## config.mk

```make
export PLATFORM = sky130hd
export DESIGN_NAME = fetch_unit
export DESIGN_NICKNAME = d
export VERILOG_FILES = /design/src/rtl/fetch_unit.sv
export SDC_FILE = /design/constraint.sdc
export NUM_CORES = 1
export LEC_CHECK = 0
export CELL_PAD_IN_SITES_DETAIL_PLACEMENT = 1
export CELL_PAD_IN_SITES_GLOBAL_PLACEMENT = 2
export CORE_ASPECT_RATIO = 1.4
export CORE_MARGIN = 1
export CORE_UTILIZATION = 32
export CTS_CLUSTER_DIAMETER = 200
export CTS_CLUSTER_SIZE = 30
export DETAILED_ROUTE_END_ITERATION = 7
export MAX_ROUTING_LAYER = met4
export PLACE_DENSITY = 0.91
export SETUP_SLACK_MARGIN = 0.15
export SYNTH_ARGS = -nofsm -noshare
export SYNTH_HDL_FRONTEND = slang
export SYNTH_SLANG_ARGS = --single-unit
```

## constraint.sdc

```tcl
create_clock -name clk -period 6.9 [get_ports clk]
set_input_delay 0.69 -clock clk [delete_from_list [all_inputs] [get_ports clk]]
set_output_delay 0.69 -clock clk [all_outputs]
set_load 0.03 [all_outputs]
```

## src/rtl/fetch_unit.sv

```systemverilog
// Fetch stage: owns the PC, issues one instruction-memory request at a time and
// buffers returned words with their PC in a small FIFO toward decode.
//
//  state   | meaning
//  --------+---------------------------------------------------------------
//  ST_REQ  | offering a request at r_pc whenever the FIFO has room
//  ST_WAIT | one request accepted, waiting for its in-order response
module fetch_unit #(
    parameter int              XLEN      = 32,
    parameter logic [XLEN-1:0] RESET_PC  = '0,
    parameter int              BUF_DEPTH = 2
) (
    input  logic            clk,
    input  logic            reset,
    input  logic            PCSrc,
    input  logic [XLEN-1:0] PCTarget,
    output logic            imem_req_valid,
    input  logic            imem_req_ready,
    output logic [XLEN-1:0] imem_addr,
    input  logic            imem_rsp_valid,
    input  logic [31:0]     imem_rsp_data,
    output logic            instr_valid,
    input  logic            instr_ready,
    output logic [31:0]     instr,
    output logic [XLEN-1:0] instr_pc,
    output logic [XLEN-1:0] instr_pcplus4
);

    localparam int IW = (BUF_DEPTH > 1) ? $clog2(BUF_DEPTH) : 1;
    localparam int CW = $clog2(BUF_DEPTH + 1);
    localparam logic [IW-1:0] LAST_IDX = IW'(BUF_DEPTH - 1);
    localparam logic [CW-1:0] DEPTH_C  = CW'(BUF_DEPTH);

    typedef enum logic {ST_REQ = 1'b0, ST_WAIT = 1'b1} state_t;

    state_t          r_state;
    logic [XLEN-1:0] r_pc;
    logic [XLEN-1:0] r_req_pc;
    logic            r_drop;
    logic [CW-1:0]   r_count;
    logic [IW-1:0]   r_head;
    logic [IW-1:0]   r_tail;
    logic [31:0]     r_fifo_instr [BUF_DEPTH];
    logic [XLEN-1:0] r_fifo_pc    [BUF_DEPTH];

    logic            w_req_fire;
    logic            w_rsp_take;
    logic            w_push;
    logic            w_pop;
    logic [XLEN-1:0] w_target;

    function automatic logic [IW-1:0] ptr_next(input logic [IW-1:0] p);
        return (p == LAST_IDX) ? '0 : p + IW'(1);
    endfunction

    // Outputs are forced low during the reset cycle, before the registers clear.
    assign imem_req_valid = !reset && (r_state == ST_REQ) && (r_count < DEPTH_C);
    assign imem_addr      = r_pc;
    assign instr_valid    = !reset && (r_count != '0);
    assign instr          = r_fifo_instr[r_head];
    assign instr_pc       = r_fifo_pc[r_head];
    assign instr_pcplus4  = r_fifo_pc[r_head] + XLEN'(4);

    assign w_req_fire = imem_req_valid && imem_req_ready;
    assign w_rsp_take = (r_state == ST_WAIT) && imem_rsp_valid;
    assign w_push     = w_rsp_take && !r_drop && !PCSrc;
    assign w_pop      = instr_valid && instr_ready;
    assign w_target   = PCTarget & ~(XLEN'(3));

    always_ff @(posedge clk) begin
        if (reset) begin
            r_state  <= ST_REQ;
            r_pc     <= RESET_PC;
            r_req_pc <= RESET_PC;
            r_drop   <= 1'b0;
            r_count  <= '0;
            r_head   <= '0;
            r_tail   <= '0;
        end else begin
            case (r_state)
                ST_REQ:  if (w_req_fire) r_state <= ST_WAIT;
                ST_WAIT: if (imem_rsp_valid) r_state <= ST_REQ;
                default: r_state <= ST_REQ;
            endcase

            if (w_req_fire)
                r_req_pc <= r_pc;

            if (PCSrc)
                r_pc <= w_target;
            else if (w_req_fire)
                r_pc <= r_pc + XLEN'(4);

            // A request still in flight after a redirect must have its response dropped.
            if (PCSrc)
                r_drop <= ((r_state == ST_WAIT) && !imem_rsp_valid) || w_req_fire;
            else if (w_rsp_take)
                r_drop <= 1'b0;

            if (w_push) begin
                r_fifo_instr[r_tail] <= imem_rsp_data;
                r_fifo_pc[r_tail]    <= r_req_pc;
            end

            if (PCSrc) begin
                r_count <= '0;
                r_head  <= '0;
                r_tail  <= '0;
            end else begin
                if (w_push)
                    r_tail <= ptr_next(r_tail);
                if (w_pop)
                    r_head <= ptr_next(r_head);
                case ({w_push, w_pop})
                    2'b10:   r_count <= r_count + CW'(1);
                    2'b01:   r_count <= r_count - CW'(1);
                    default: r_count <= r_count;
                endcase
            end
        end
    end

endmodule

```

Word level (Yosys, flattened, before mapping)
Memory sizes are Yosys's and may differ from the RTL's. A register that Yosys moved wholly into a read port is not among the register bits.
Cells that the tools add are included.
{"block": "totals", "ff_bits": 70, "mem_bits_rw": 128, "in_bits": 70, "out_inout_bits": 130, "memories": 2}
{"name": "r_fifo_instr", "depth": 2, "word_bits": 32, "rd": 1, "rd_clocked_by_memory_dff": 1, "wr": 1, "line_no": "43", "rtl": "logic [31:0] r_fifo_instr [BUF_DEPTH];"}
{"name": "r_fifo_pc", "depth": 2, "word_bits": 32, "rd": 1, "rd_clocked_by_memory_dff": 1, "wr": 1, "line_no": "44", "rtl": "logic [XLEN-1:0] r_fifo_pc [BUF_DEPTH];"}
{"block": "op_classes", "add_sub_neg": 6, "n_lt_le_gt_ge": 1, "n_eq_ne": 2, "muxes": 17, "n_bitwise": 1, "n_reduce_logical": 19}
{"cell": "32-bit by 3-bit adder with 32-bit output (second input constant)", "count": 2}
{"cell": "32-bit 2-to-1 mux", "count": 2}
{"cell": "1-bit 2-to-1 mux", "count": 13}
{"cell": "1-bit logical AND", "count": 9}
{"cell": "2-bit nonzero test", "count": 4}
{"cell": "1-bit logical NOT", "count": 4}
{"cell": "2-bit one-hot mux with 2 select lines", "count": 1}
{"cell": "1-bit adder (second input constant)", "count": 2}
{"cell": "2-bit by 1-bit adder with 2-bit output (second input constant)", "count": 1}
{"cell": "2-bit by 1-bit == test with 1-bit output (second input constant)", "count": 1}
{"cell": "2-bit == test (second input constant)", "count": 1}
{"cell": "2-bit < comparator (second input constant)", "count": 1}
{"cell": "1-bit one-hot mux with 2 select lines", "count": 1}
{"cell": "2-bit OR reduction", "count": 1}
{"cell": "2-bit by 1-bit subtractor with 2-bit output (second input constant)", "count": 1}
{"cell": "1-bit logical OR", "count": 1}
{"cell": "1-bit inverter", "count": 1}

Longest topological paths before layout
{"block": "logic_depth", "depth_word": 6, "ltp_mapped": 12}

Least setup slack after synthesis
No wires, ideal clock.
{"block": "synth_path", "kind": "input -> register", "start": "in imem_rsp_valid", "end": "mem r_fifo_instr[1][0], enable pin", "arrival_ns": 5.723, "required_ns": 6.329, "slack_ns": 0.606, "cell_stages": 4, "cell_sequence": "nand2_1 or3_1 clkbuf_1 nor3b_1"}
{"block": "synth_via", "elab_chain_len": 6}
{"item": "start: declaration", "line_no": "20", "rtl": "input logic imem_rsp_valid,"}
{"item": "1-bit logical AND", "line_no": "65", "rtl": "assign w_rsp_take = (r_state == ST_WAIT) && imem_rsp_valid;"}
{"item": "1-bit logical AND (2 in a row)", "line_no": "66", "rtl": "assign w_push = w_rsp_take && !r_drop && !PCSrc;"}
{"item": "1-bit 2-to-1 mux", "line_no": "100", "rtl": "if (w_push) begin"}
{"item": "1-bit 2-to-1 mux", "line_no": "71", "rtl": "if (reset) begin"}
{"item": "1-bit 2-to-1 mux (implied by the code)", "line_no": "101", "rtl": "r_fifo_instr[r_tail] <= imem_rsp_data;"}
{"item": "end: declaration", "line_no": "43"}
Every way passes these cells.

==> metrics <==
final setup vio count=0; clk sinks=191; commonest non-fill, non-tap cell in the layout=clkdlybuf4s50_1; Setup WS post-layout=2.073 ns; Hold Path Sink=r_fifo_pc[1][3]; GR Util met2=29.71%; crit path DAT=4.14 ns; CTS Buffer Depth=2; post-CTS setup buffers=0; actual slew at the worst max-slew pin=0.8838 ns; GRT overflow=0; GP Congestion=0.7839; M3 GR Usage=2.758%; CTS hold repair buffers=0; Post-CTS Resized=0; Main synth FF type=edfxtp_1; initial antenna violation count=0; setup_tns=0 ns; Mean Syn Cell Area=12.13 um2; Syn Std Cell Area=8282 um2; die boundary height=192.3 um; Critical Path RT=6.21 ns; Crit. End Element=output pin; Mapped Cells=683; Yosys cell types=45; total routed wirelength=20880 um; initial core utilization=32.63%; Ys Warns=0; clk_lat worst skew=0.43 ns; fin crit share=69.96%; number of synthesized flops with an enable pin=124; cts bufs inserted=17; Avg WL per Cell=17.43 um; RSZ-0062 raised after global routing=false; sequential area share after synthesis=61.16%; vias in the first global route=5960; I/O pins=200; DP Cell Count=1166; antenna-violating nets left=0; placed wire-length estimate=15130 um; crit path kind=register to output pin; CTS root buf=clkbuf_16; clock skew=0.01086 ns; Fin Hold WS=0.4593 ns; post-layout net count=939; critical path startpoint category=register; Syn-to-layout area delta=33.93%; port buffer count=191; post-DR vias/cell=4.776; met1 Use GR=17.49%; H-tree level count=4; CP max FO=69; Hold Crit Class=register to register; hold path depth=0; commonest cells after routing, fill and taps aside=190 x clkdlybuf4s50_1, 124 x edfxtp_1, 66 x dfxtp_1; number of antenna diodes=0; status=completed; min-delay src=r_req_pc[3]; Core Util, Final=43.70%; vias=5722; final hold violation count=0; row count=69; reg-to-reg startpoint=imem_addr[6]; drt initial violations=259; DIE WIDTH=138.0 um; Fillers=2710; worst r2r dst=imem_addr[30]; pin count of the biggest net entering global routing=70; minimum clock period=4.827 ns; area of the die=26540 um2; layout cells sized above 1=11.95%; worst-case reg-to-reg path depth=5; GRT Overall Usage=16.39%; Yosys reg bits=191; slew margin rel.=41.08%; static leakage=3.778 nW; Max Clk Rate=207.2 MHz; Setup WS pre-CTS=2.443 ns; Layout Cells excl Fill=1198; P per Cell Area=220.0 nW/um2; TritonCTS clock tree=yes; R2R Setup Slk=4.44 ns; first-pass GRT wire length=31800 um; busiest grt layer=met2; FFs w/ async S/R, synth=0%; DRC violations left=0; max cap viols=0; core area=25380 um2; DRT Pass-1 Iters=4; highest ir drop seen on vdd=0.0001632 V; register clock-pin slew on the reported worst setup and hold paths=0.07 ns; Final Max Tran Viols=0
worst max-delay path: stages (launching register included):
cell and delay [ns]:
dfxtp_4 0.47, buf_4 0.69, nand4_1 0.29, a211oi_2 0.55, nand4_1 0.48, nor3_1 0.34, xor2_1 0.17, clkdlybuf4s50_1 0.71
cell families after synthesis:
| kind of cell | Yosys count | share of synthesized area [%] |
|---|---|---|
| AO/OA/AOI/OAI | 76 | 5.756 |
| XOR/XNOR | 60 | 6.345 |
| adder cells (fa/ha/maj) | 3 | 0.4533 |
| buffers and inverters | 59 | 3.218 |
| flip-flops | 191 | 61.16 |
| multiplexers | 62 | 8.249 |
| other | 1 | 0.04528 |
| AND/OR/NAND/NOR | 231 | 14.78 |
worst max-delay path by stage:
stage / start / to / slack (ns) / cells past startpoint
final: register / instr_pcplus4[27] / 2.07 / 7
after global routing: register / instr_pcplus4[31] / 1.80 / 7
after CTS: register / instr_pcplus4[27] / 1.95 / 7
after detailed placement: register / instr_pcplus4[27] / 2.44 / 7
after global placement: register / instr_pcplus4[29] / 2.50 / 7
after floorplan: imem_rsp_valid / r_fifo_instr[1][0] / 0.61 / 4
metal layers:
layer / up-vias / wire (um)
li1: 2815 / -
met1: 2759 / 8386
met2: 124 / 11300
met3: 24 / 797
met4: 0 / 405
met5: - / 0
flip-flops by register name, summed over array words and instances, names as in the netlist, named ones only:
name / flops
r_head: 1
r_drop: 1
r_req_pc: 30
r_fifo_pc: 60
imem_addr: 30
r_state: 1
r_tail: 1
r_count: 2
r_fifo_instr: 64
power breakdown:
| group | total [mW] | leakage (nW) | switching [mW] | internal [mW] |
|---|---|---|---|---|
| clock | 0.985 | 0.296 | 0.434 | 0.551 |
| sequential | 1.27 | 1.74 | 0.0313 | 1.24 |
| combinational | 0.184 | 1.74 | 0.0970 | 0.0872 |
stage by stage:
stage	instance area, um2	power, mW
after floorplan	8300	1.383
after global placement	10500	1.475
after detailed placement	10500	1.481
after CTS	11090	2.471
after global routing	11090	2.524
final	11090	2.440
synthesized netlist by cell type, drive strengths merged (14+ instances only):
cell type  instances  area, um2
edfxtp           124       3724
dfxtp             67       1341
nand2             63      236.5
mux2              50      563.0
nor2              46      172.7
xnor2             35      306.5
o21ai             31      155.2
nand2b            27      168.9
a211oi            25      207.7
xor2              25      219.0
nand3             24      120.1
clkbuf            22      82.58
nand4             20      125.1
buf               19      116.4
inv               18      67.56
nor3              18      100.1
a21oi             14      70.07
layout make-up:
cell class,instances,area [um2],area share (%)
Clock buffer,18,439.2,3.959
Multi-Input combinational cell,438,2988,26.94
Sequential cell,191,5069,45.70
Timing Repair Buffer,200,1974,17.80
Clock inverter,14,155.1,1.399
Tap cell,319,399.1,3.598
Inverter,18,67.56,0.6091
Note: power is estimated with default switching activity, not from simulation.
